==> config.mk <==
export PLATFORM = sky130hd
export DESIGN_NAME = mem_copy_engine_flat
export DESIGN_NICKNAME = d
export VERILOG_FILES = /design/src/rtl/tiny_cpu_pkg.sv /design/src/rtl/mem_copy_engine_if.sv /design/src/rtl/mem_copy_engine.sv /design/src/flat_wrapper.sv
export SDC_FILE = /design/constraint.sdc
export NUM_CORES = 1
export LEC_CHECK = 0
export ABC_AREA = 1
export CAP_MARGIN = 20
export CORE_MARGIN = 2
export CORE_UTILIZATION = 52
export CTS_CLUSTER_SIZE = 28
export DETAILED_ROUTE_END_ITERATION = 16
export PLACE_DENSITY = 0.91
export REMOVE_ABC_BUFFERS = 1
export SETUP_SLACK_MARGIN = 0.15
export SYNTH_ARGS = -nofsm -noshare
export SYNTH_HDL_FRONTEND = slang
export SYNTH_SLANG_ARGS = --single-unit
==> constraint.sdc <==
create_clock -name clk -period 6.1 [get_ports clk]
set_clock_uncertainty 0.1 [all_clocks]
set_input_delay 1.525 -clock clk [delete_from_list [all_inputs] [get_ports clk]]
set_output_delay 1.525 -clock clk [all_outputs]
set_load 0.02 [all_outputs]
==> src/rtl/tiny_cpu_pkg.sv <==
// Shared definitions for the tiny CPU, its word memory and the copy engine.
package tiny_cpu_pkg;

  typedef enum logic [1:0] {
    CmdNop   = 2'b00,
    CmdRead  = 2'b01,
    CmdWrite = 2'b10
  } mem_cmd_e;

  typedef enum logic [2:0] {
    StIdle,
    StRdReq,
    StRdWait,
    StWrReq,
    StWrWait,
    StFinish
  } copy_state_e;

  // A toggle-handshake request is complete once both toggles agree.
  function automatic logic req_complete(input logic run, input logic done);
    return run == done;
  endfunction

endpackage

==> src/rtl/mem_copy_engine_if.sv <==
// Toggle-handshake word memory port: the master flips mem_run, the responder answers on mem_done.
interface mem_copy_engine_if;
  import tiny_cpu_pkg::*;

  logic [15:0] mem_addr;
  mem_cmd_e    mem_cmd;
  logic        mem_run;
  logic [15:0] mem_wr_data;
  logic [15:0] mem_rd_data;
  logic        mem_done;

  modport master (
    output mem_addr, mem_cmd, mem_run, mem_wr_data,
    input  mem_rd_data, mem_done
  );

  modport slave (
    input  mem_addr, mem_cmd, mem_run, mem_wr_data,
    output mem_rd_data, mem_done
  );

endinterface

==> src/rtl/mem_copy_engine.sv <==
// Word-by-word memory copy engine: read src+i, write dst+i, over a single toggle-handshake port.
module mem_copy_engine
  import tiny_cpu_pkg::*;
(
  input  logic        clk,
  input  logic        reset,
  input  logic        start,
  input  logic        abort,
  input  logic [15:0] src_addr,
  input  logic [15:0] dst_addr,
  input  logic [15:0] length,
  output logic        busy,
  output logic        finished,
  output logic        aborted,
  output logic [15:0] words_done,
  mem_copy_engine_if.master mem
);

  copy_state_e state_q, state_d;
  mem_cmd_e    cmd_q, cmd_d;
  logic [15:0] src_q, src_d, dst_q, dst_d, len_q, len_d;
  logic [15:0] wd_q, wd_d, hold_q, hold_d, addr_q, addr_d, wdata_q, wdata_d;
  logic        run_q, run_d, busy_q, busy_d, fin_q, fin_d, abt_q, abt_d;
  logic        cmpl, last;
  logic [15:0] wd_inc;

  assign cmpl   = req_complete(run_q, mem.mem_done);
  assign wd_inc = wd_q + 16'd1;
  assign last   = (wd_inc == len_q);

  always_comb begin
    state_d = state_q;
    cmd_d   = cmd_q;
    src_d   = src_q;
    dst_d   = dst_q;
    len_d   = len_q;
    wd_d    = wd_q;
    hold_d  = hold_q;
    addr_d  = addr_q;
    wdata_d = wdata_q;
    run_d   = run_q;
    busy_d  = busy_q;
    abt_d   = abt_q;
    fin_d   = 1'b0;
    unique case (state_q)
      StIdle: begin
        if (start) begin
          src_d   = src_addr;
          dst_d   = dst_addr;
          len_d   = length;
          wd_d    = 16'd0;
          busy_d  = 1'b1;
          abt_d   = 1'b0;
          state_d = (length == 16'd0) ? StFinish : StRdReq;
        end
      end
      StRdReq: begin
        addr_d  = src_q + wd_q;
        cmd_d   = CmdRead;
        run_d   = ~run_q;
        state_d = StRdWait;
      end
      StRdWait: begin
        if (cmpl) begin
          hold_d = mem.mem_rd_data;
          if (abort) begin
            cmd_d   = CmdNop;
            abt_d   = 1'b1;
            state_d = StFinish;
          end else begin
            state_d = StWrReq;
          end
        end
      end
      StWrReq: begin
        addr_d  = dst_q + wd_q;
        cmd_d   = CmdWrite;
        wdata_d = hold_q;
        run_d   = ~run_q;
        state_d = StWrWait;
      end
      StWrWait: begin
        if (cmpl) begin
          wd_d = wd_inc;
          if (last || abort) begin
            cmd_d   = CmdNop;
            // Abort only counts when it actually cut the copy short.
            abt_d   = abort && !last;
            state_d = StFinish;
          end else begin
            state_d = StRdReq;
          end
        end
      end
      StFinish: begin
        fin_d   = 1'b1;
        busy_d  = 1'b0;
        state_d = StIdle;
      end
      default: state_d = StIdle;
    endcase
  end

  always_ff @(posedge clk or posedge reset) begin
    if (reset) begin
      state_q <= StIdle;
      cmd_q   <= CmdNop;
      src_q   <= 16'd0;
      dst_q   <= 16'd0;
      len_q   <= 16'd0;
      wd_q    <= 16'd0;
      hold_q  <= 16'd0;
      addr_q  <= 16'd0;
      wdata_q <= 16'd0;
      run_q   <= 1'b0;
      busy_q  <= 1'b0;
      fin_q   <= 1'b0;
      abt_q   <= 1'b0;
    end else begin
      state_q <= state_d;
      cmd_q   <= cmd_d;
      src_q   <= src_d;
      dst_q   <= dst_d;
      len_q   <= len_d;
      wd_q    <= wd_d;
      hold_q  <= hold_d;
      addr_q  <= addr_d;
      wdata_q <= wdata_d;
      run_q   <= run_d;
      busy_q  <= busy_d;
      fin_q   <= fin_d;
      abt_q   <= abt_d;
    end
  end

  assign busy            = busy_q;
  assign finished        = fin_q;
  assign aborted         = abt_q;
  assign words_done      = wd_q;
  assign mem.mem_addr    = addr_q;
  assign mem.mem_cmd     = cmd_q;
  assign mem.mem_run     = run_q;
  assign mem.mem_wr_data = wdata_q;

endmodule

==> src/flat_wrapper.sv <==
// flat-port wrapper written by rule: the top's interface ports become plain ports
module mem_copy_engine_flat import tiny_cpu_pkg::*;
  (clk, reset, start, abort, src_addr, dst_addr, length, busy, finished, aborted, words_done, mem_mem_addr, mem_mem_cmd, mem_mem_run, mem_mem_wr_data, mem_mem_rd_data, mem_mem_done);
  mem_copy_engine_if mem_i ();
  input  logic clk;
  input  logic reset;
  input  logic start;
  input  logic abort;
  input  logic [15:0] src_addr;
  input  logic [15:0] dst_addr;
  input  logic [15:0] length;
  output logic busy;
  output logic finished;
  output logic aborted;
  output logic [15:0] words_done;
  output wire logic [$bits(mem_i.mem_addr)-1:0] mem_mem_addr;
  output wire logic [$bits(mem_i.mem_cmd)-1:0] mem_mem_cmd;
  output wire logic [$bits(mem_i.mem_run)-1:0] mem_mem_run;
  output wire logic [$bits(mem_i.mem_wr_data)-1:0] mem_mem_wr_data;
  input wire logic [$bits(mem_i.mem_rd_data)-1:0] mem_mem_rd_data;
  input wire logic [$bits(mem_i.mem_done)-1:0] mem_mem_done;
  assign mem_mem_addr = mem_i.mem_addr;
  assign mem_mem_cmd = mem_i.mem_cmd;
  assign mem_mem_run = mem_i.mem_run;
  assign mem_mem_wr_data = mem_i.mem_wr_data;
  assign mem_i.mem_rd_data = mem_mem_rd_data;
  assign mem_i.mem_done = mem_mem_done;
  mem_copy_engine u_core (.clk(clk), .reset(reset), .start(start), .abort(abort), .src_addr(src_addr), .dst_addr(dst_addr), .length(length), .busy(busy), .finished(finished), .aborted(aborted), .words_done(words_done), .mem(mem_i));
endmodule
Yosys cells after proc, flatten, opt, wreduce, memory -nomap -nowiden
Index checks and enable logic that the tools add are counted.
{ "word_totals": {"regBits": 121, "latchBits": 0, "ramBits": 0, "mem_bits_ro": 0, "input_bits": 69, "output_inout_bits": 54, "word_cells": 72, "mem_count": 0} }
{ "op_classes": {"addsub": 3, "mul": 0, "n_div": 0, "magnitude_cmp": 0, "eq_ne": 12, "shifts": 0, "mux": 25, "bitwise_logic": 1, "reduce_logical": 18} }
{ "op_table": {"columns": ["operator", "n"], "rows": [
  ["case mux 16 bit (2 select lines)", 2],
  ["adder 16 bit", 2],
  ["two-way mux 16 bit", 2],
  ["two-way mux 3 bit", 6],
  ["adder 16 x 1 -> 16 bit, second input constant", 1],
  ["equality test 16 bit", 1],
  ["logical NOT 16 bit", 1],
  ["case mux 3 bit (5 select lines)", 1],
  ["two-way mux 2 bit", 4],
  ["case mux 2 bit (4 select lines)", 1],
  ["two-way mux 1 bit", 7],
  ["equality test 3 x 2 -> 1 bit, second input constant", 2],
  ["equality test 3 bit, second input constant", 2],
  ["inequality test 2 x 1 -> 1 bit, second input constant", 3],
  ["AND reduction 2 bit", 3],
  ["AND reduction 3 bit", 2],
  ["AND reduction 6 bit", 1],
  ["nonzero test 2 bit", 3],
  ["AND reduction 5 bit", 1],
  ["inequality test 2 bit, second input constant", 2],
  ["nonzero test 4 bit", 1],
  ["equality test 3 x 1 -> 1 bit, second input constant", 1],
  ["logical NOT 3 bit", 1],
  ["case mux 1 bit (3 select lines)", 1],
  ["other kinds (8)", 8]
]} }

Longest topological paths before layout
{ "logic_depth": {"word_depth": 7, "ltp_mapped": 20, "depth_no_buf": 18} }

Worst setup path after synthesis
OpenSTA, ideal clock, no wires.
{ "synth_path": {"path_type": "register to register", "startpoint": "register u_core.state_q[2]", "endpoint": "register u_core.addr_q[10], in the netlist u_core.mem.mem_addr[10]", "setup_ps": 82, "t_arrival_ps": 2824, "required_time_ps": 5918, "setup_slack_ps": 3094, "path_stages_with_launch": 17, "n_path_buf": 2, "period_less_slack_ps": 3006, "path_cell_list": "dfrtp_1 nor2_1 nand2_1 buf_1 clkbuf_1 nand2_1 o21ai_0 ha_1 fa_1 nand2_1 nand2_1 o21ai_0 inv_1 a21oi_1 o21bai_1 or2_2 a31oi_1"} }
{ "synth_via": {"elab_chain_cells": 2, "elab_cells_between_ends": 4, "cone_classes": "2 x eq/ne; 1 x mux; 1 x reduce/logical"} }
{ "synth_lines": {"columns": ["element", "line", "rtl"], "rows": [
  ["start: declaration", "mem_copy_engine.sv:19", "copy_state_e state_q, state_d;"],
  ["start signal: assignment", "mem_copy_engine.sv:106", "state_q <= StIdle;"],
  ["start signal: assignment", "mem_copy_engine.sv:120", "state_q <= state_d;"],
  ["equality test 3 x 2 -> 1 bit / equality test 3 x 1 -> 1 bit (equally long branches)", "mem_copy_engine.sv:45", "unique case (state_q)"],
  ["case mux 16 bit (2 select lines) / nonzero test 2 bit (equally long branches)", null, null],
  ["end signal: assignment", "mem_copy_engine.sv:127", "addr_q <= addr_d;"],
  ["end: declaration", "mem_copy_engine.sv:22", "logic [15:0] wd_q, wd_d, hold_q, hold_d, addr_q, addr_d, wdata_q, wdata_d;"]
]} }
Several ways; a longest one is shown, not always the timed one.
A chain may end at the register's enable or synchronous reset.

Worst setup path after layout
{ "layout_path": {"startpoint": "input port start", "endpoint": "register u_core.wd_q[15], in the netlist u_core.words_done[15]"} }
{ "layout_via": {"elab_chain_cells": 2} }
{ "layout_lines": {"columns": ["element", "line", "rtl"], "rows": [
  ["start: declaration", "flat_wrapper.sv:7", "input logic start;"],
  ["inequality test 2 bit (no source line)", null, null],
  ["AND reduction 3 bit (no source line)", null, null],
  ["end signal: assignment", "mem_copy_engine.sv:125", "wd_q <= wd_d;"],
  ["end: declaration", "mem_copy_engine.sv:22", null]
]} }
Every way passes these cells.

==> run_results.csv <==
group,metric,value,unit
critical_path,setup.worst_path.start_class,"input port",
clocking,clk_transition_reported_paths,50,ps
sta,worst_slew_margin_rel,34.1,%
grt,global_route_wire_length_before_repair,27.0,mm
critical_path,rr_startpoint,"u_core.state_q[1]",
clocking,worstSkewPairLatency,430,ps
clocking,post_cts.resized_instances,0,
grt,grt_max_degree,78,
floorplanning,floorplan.die.height,115,um
sta,report.final.hold_viol_count,0,
floorplanning,rows,40,
min_path,hold_class,"flop to flop",
drt,detailedRoute.firstIterationViolations,576,
sta,worstMarginPinSlew,986,ps
place,placedInstanceArea,0.00772,mm^2
job,drv_cap,0,
synth,synth_top_area_cell,"dfrtp_1",
critical_path,cp_slowest_cell,"inv_2",
synth,synth-edff-count,0,
critical_path,worst-endpoint-required,6290,ps
clocking,cts.repair_timing.setup_buffer_count,0,
grt,groute.usage.overall,26.6,%
power,vdd_ir_drop_max,0.375,mV
sta,setup_total_negative_slack,0,ps
synth,avgSynthCellArea,8.00,um^2
critical_path,timing.setup.critical_path_class,"input port to flop",
critical_path,max_stage_delay,720,ps
synth,synthesis.instances,796,
power,cellLeakagePower,0.00395,uW
critical_path,crit_chain,"clkdlybuf4s50_1 -> nand2_1 -> inv_2 -> nor2_1 -> inv_1 -> o21ai_0",
drt,route.final.wire_length,16.5,mm
clocking,cts_tree,"done",
grt,grt_pass1_vias,5833,
power,power_density,470,mW/mm^2
sta,final-max-slew-violation-count,0,
clocking,cts_num_sinks,121,
drt,route.antenna.remaining_nets,0,
layout,drive_above_1_share,9.96,%
synth,syn_area,0.00636,mm^2
synth,ys_seq_area_share,47.6,%
layout,layout.filler_cells,875,
place,dp_hpwl,11.6,mm
critical_path,timing.reg2reg.setup_slack,2550,ps
floorplanning,floorplan.io_pins,123,
critical_path,critPathMaxFanout,37,
drt,drt_first_pass_iters,8,
synth,netlist_top_cells_area,"dfrtp_1 48%, nand2_1 15%, o21ai_0 5.4%, inv_1 5.1%, mux2_2 5.0%",
synth,yosysMostFrequentCell,"nand2_1",
critical_path,arrival,4060,ps
drt,detailroute.via_count,5860,
synth,synth_seq_cells,121,
synth,synth.distinct_cells,34,
synth,async_reset_ff_share,100,%
drt,viasPerCell,5.42,
place,buffer_ports.inserted,122,
drt,detail_route.drc_violations,0,
synth,ys.flop_type,"dfrtp_1",
clocking,clock_tree.htree_level_count,4,
critical_path,critical_path.n_buffers_inverters,3,
layout,final_design_area_no_fill,0.00831,mm^2
clocking,cts-root-buf,"clkbuf_16",
place,dp_worst_setup_slack,1880,ps
critical_path,crit-reg2reg-capture,"u_core.mem.mem_addr[10]",
layout,flow.area_growth_from_synthesis,30.6,%
min_path,hold_path_depth,2,
sta,setup_viol_count_final,0,
sta,unrepaired_setup_endpoints_after_global_routing,"false",
synth,yosys_warnings,0,
clocking,total_clock_buffers_created_by_cts,17,
sta,fraction_of_the_cycle_the_final_worst_path_needs,63.4,%
min_path,hp-start,"u_core.mem.mem_addr[1]",
critical_path,reg2reg_depth,16,
floorplanning,initial_utilization,53.2,%
sta,final.min_clock_period,3870,ps
grt,number_of_antenna_violations_at_the_first_check_in_global_routing,0,
layout,net_count_of_the_finished_layout,1007,
critical_path,crit_family,"buffers and inverters",
synth,synthDominantCellAreaShare,47.6,%
floorplanning,die_width,115,um
floorplanning,core_area,0.0120,mm^2
status,outcome,"finished clean",
min_path,hold_ep,"u_core.mem.mem_addr[1]",
sta,fmax,258,MHz
floorplanning,die_area,0.0131,mm^2
synth,top_cells_by_instance_count_after_synthesis,"262 x nand2_1, 121 x dfrtp_1, 87 x inv_1",
clocking,ctsLongestPathBuffers,2,
layout,antenna_cells,0,
place,gp_congestion,0.942,
drt,route.detailed.wl_per_inst,15.3,um
grt,gr-total-overflow,0,
clocking,cts_hold_buffers,0,
sta,post-route-worst-setup-slack,2230,ps
critical_path,crit_path_capture_type,"flop",
## area by class of cell
| type | instances | area (um^2) | area share [%] |
|---|---|---|---|
| clock buffer | 18 | 439 | 5.28 |
| clock inverter | 14 | 149 | 1.79 |
| inverter | 89 | 337 | 4.05 |
| multi-input combinational | 566 | 2920 | 35.2 |
| sequential | 121 | 3030 | 36.4 |
| tap | 147 | 184 | 2.21 |
| timing repair buffer | 126 | 1250 | 15.1 |
## cell usage in the layout, fill, tap and decap left out, types with 6 or more instances in the layout
master,count
o21ai_0,69
nand3_1,46
clkinv_4,6
clkbuf_16,17
ha_1,16
mux2_2,28
o22ai_1,9
dfrtp_1,121
inv_1,85
nand4_1,13
nand2_2,8
a21oi_1,13
clkdlybuf4s50_1,122
nor2_1,47
nand2_1,261
a31oi_1,10
## metal layers
metal	global-route usage [%]	routed length, um	vias to the layer above
met5	0	0	-
li1	-	-	2839
met1	31.1	6410	2702
met4	10.4	343	0
met2	44.8	8180	279
met3	9.26	1560	40
## report_power, final
group	leakage [uW]	total, uW	switching, uW	internal (uW)
registers	0.00150	1330	186	1150
clock network	0.000290	996	384	612
logic	0.00215	1580	920	660
total	0.00395	3910	1490	2420
## cell families (layout without fill, tap and decap cells)
group / count (synthesis) / in the layout / share of synthesized area (%)
adder cells (fa/ha/maj): 17 / 17 / 3.46
flip-flops: 121 / 121 / 47.6
multiplexers: 29 / 29 / 5.11
buffers and inverters: 109 / 247 / 6.55
AO/OA/AOI/OAI: 105 / 105 / 8.77
XOR/XNOR: 8 / 8 / 1.10
AND/OR/NAND/NOR: 407 / 407 / 27.4
## through the flow
step,hold WS [ps],power [uW],utilization [%],cells
after floorplan,348,2320,-,776
after global placement,356,2820,64.6,1049
after detailed placement,359,2900,64.6,1049
after CTS,373,3910,69.5,1081
after global routing,394,4170,69.5,1081
final,366,3910,69.5,1081
## sequential cells by signal, indices dropped and copies added (netlist names), 2 cells and up
signal / cells
u_core.mem.mem_addr: 16
u_core.hold_q: 16
u_core.mem.mem_wr_data: 16
u_core.state_q: 3
u_core.mem.mem_cmd: 2
u_core.dst_q: 16
u_core.src_q: 16
u_core.len_q: 16
u_core.words_done: 16
## worst max path at each step
stage,start,end,slack (ps),depth (start not counted)
final,start,u_core.words_done[15],2230,6
after global routing,start,u_core.words_done[1],1990,6
after CTS,start,u_core.words_done[8],2300,6
after detailed placement,start,u_core.words_done[13],1880,6
after global placement,start,u_core.words_done[7],1970,6
after floorplan,reset,u_core.aborted,1260,1
## worst reg2reg max path: cells and delay by family, from the launching register on
family	cells	cell delay (ps)
compound gates	5	690
fa+ha+maj	2	620
buf+inv	3	570
flops	1	400
simple gates	6	1090
(Power assumes the default switching activity.)
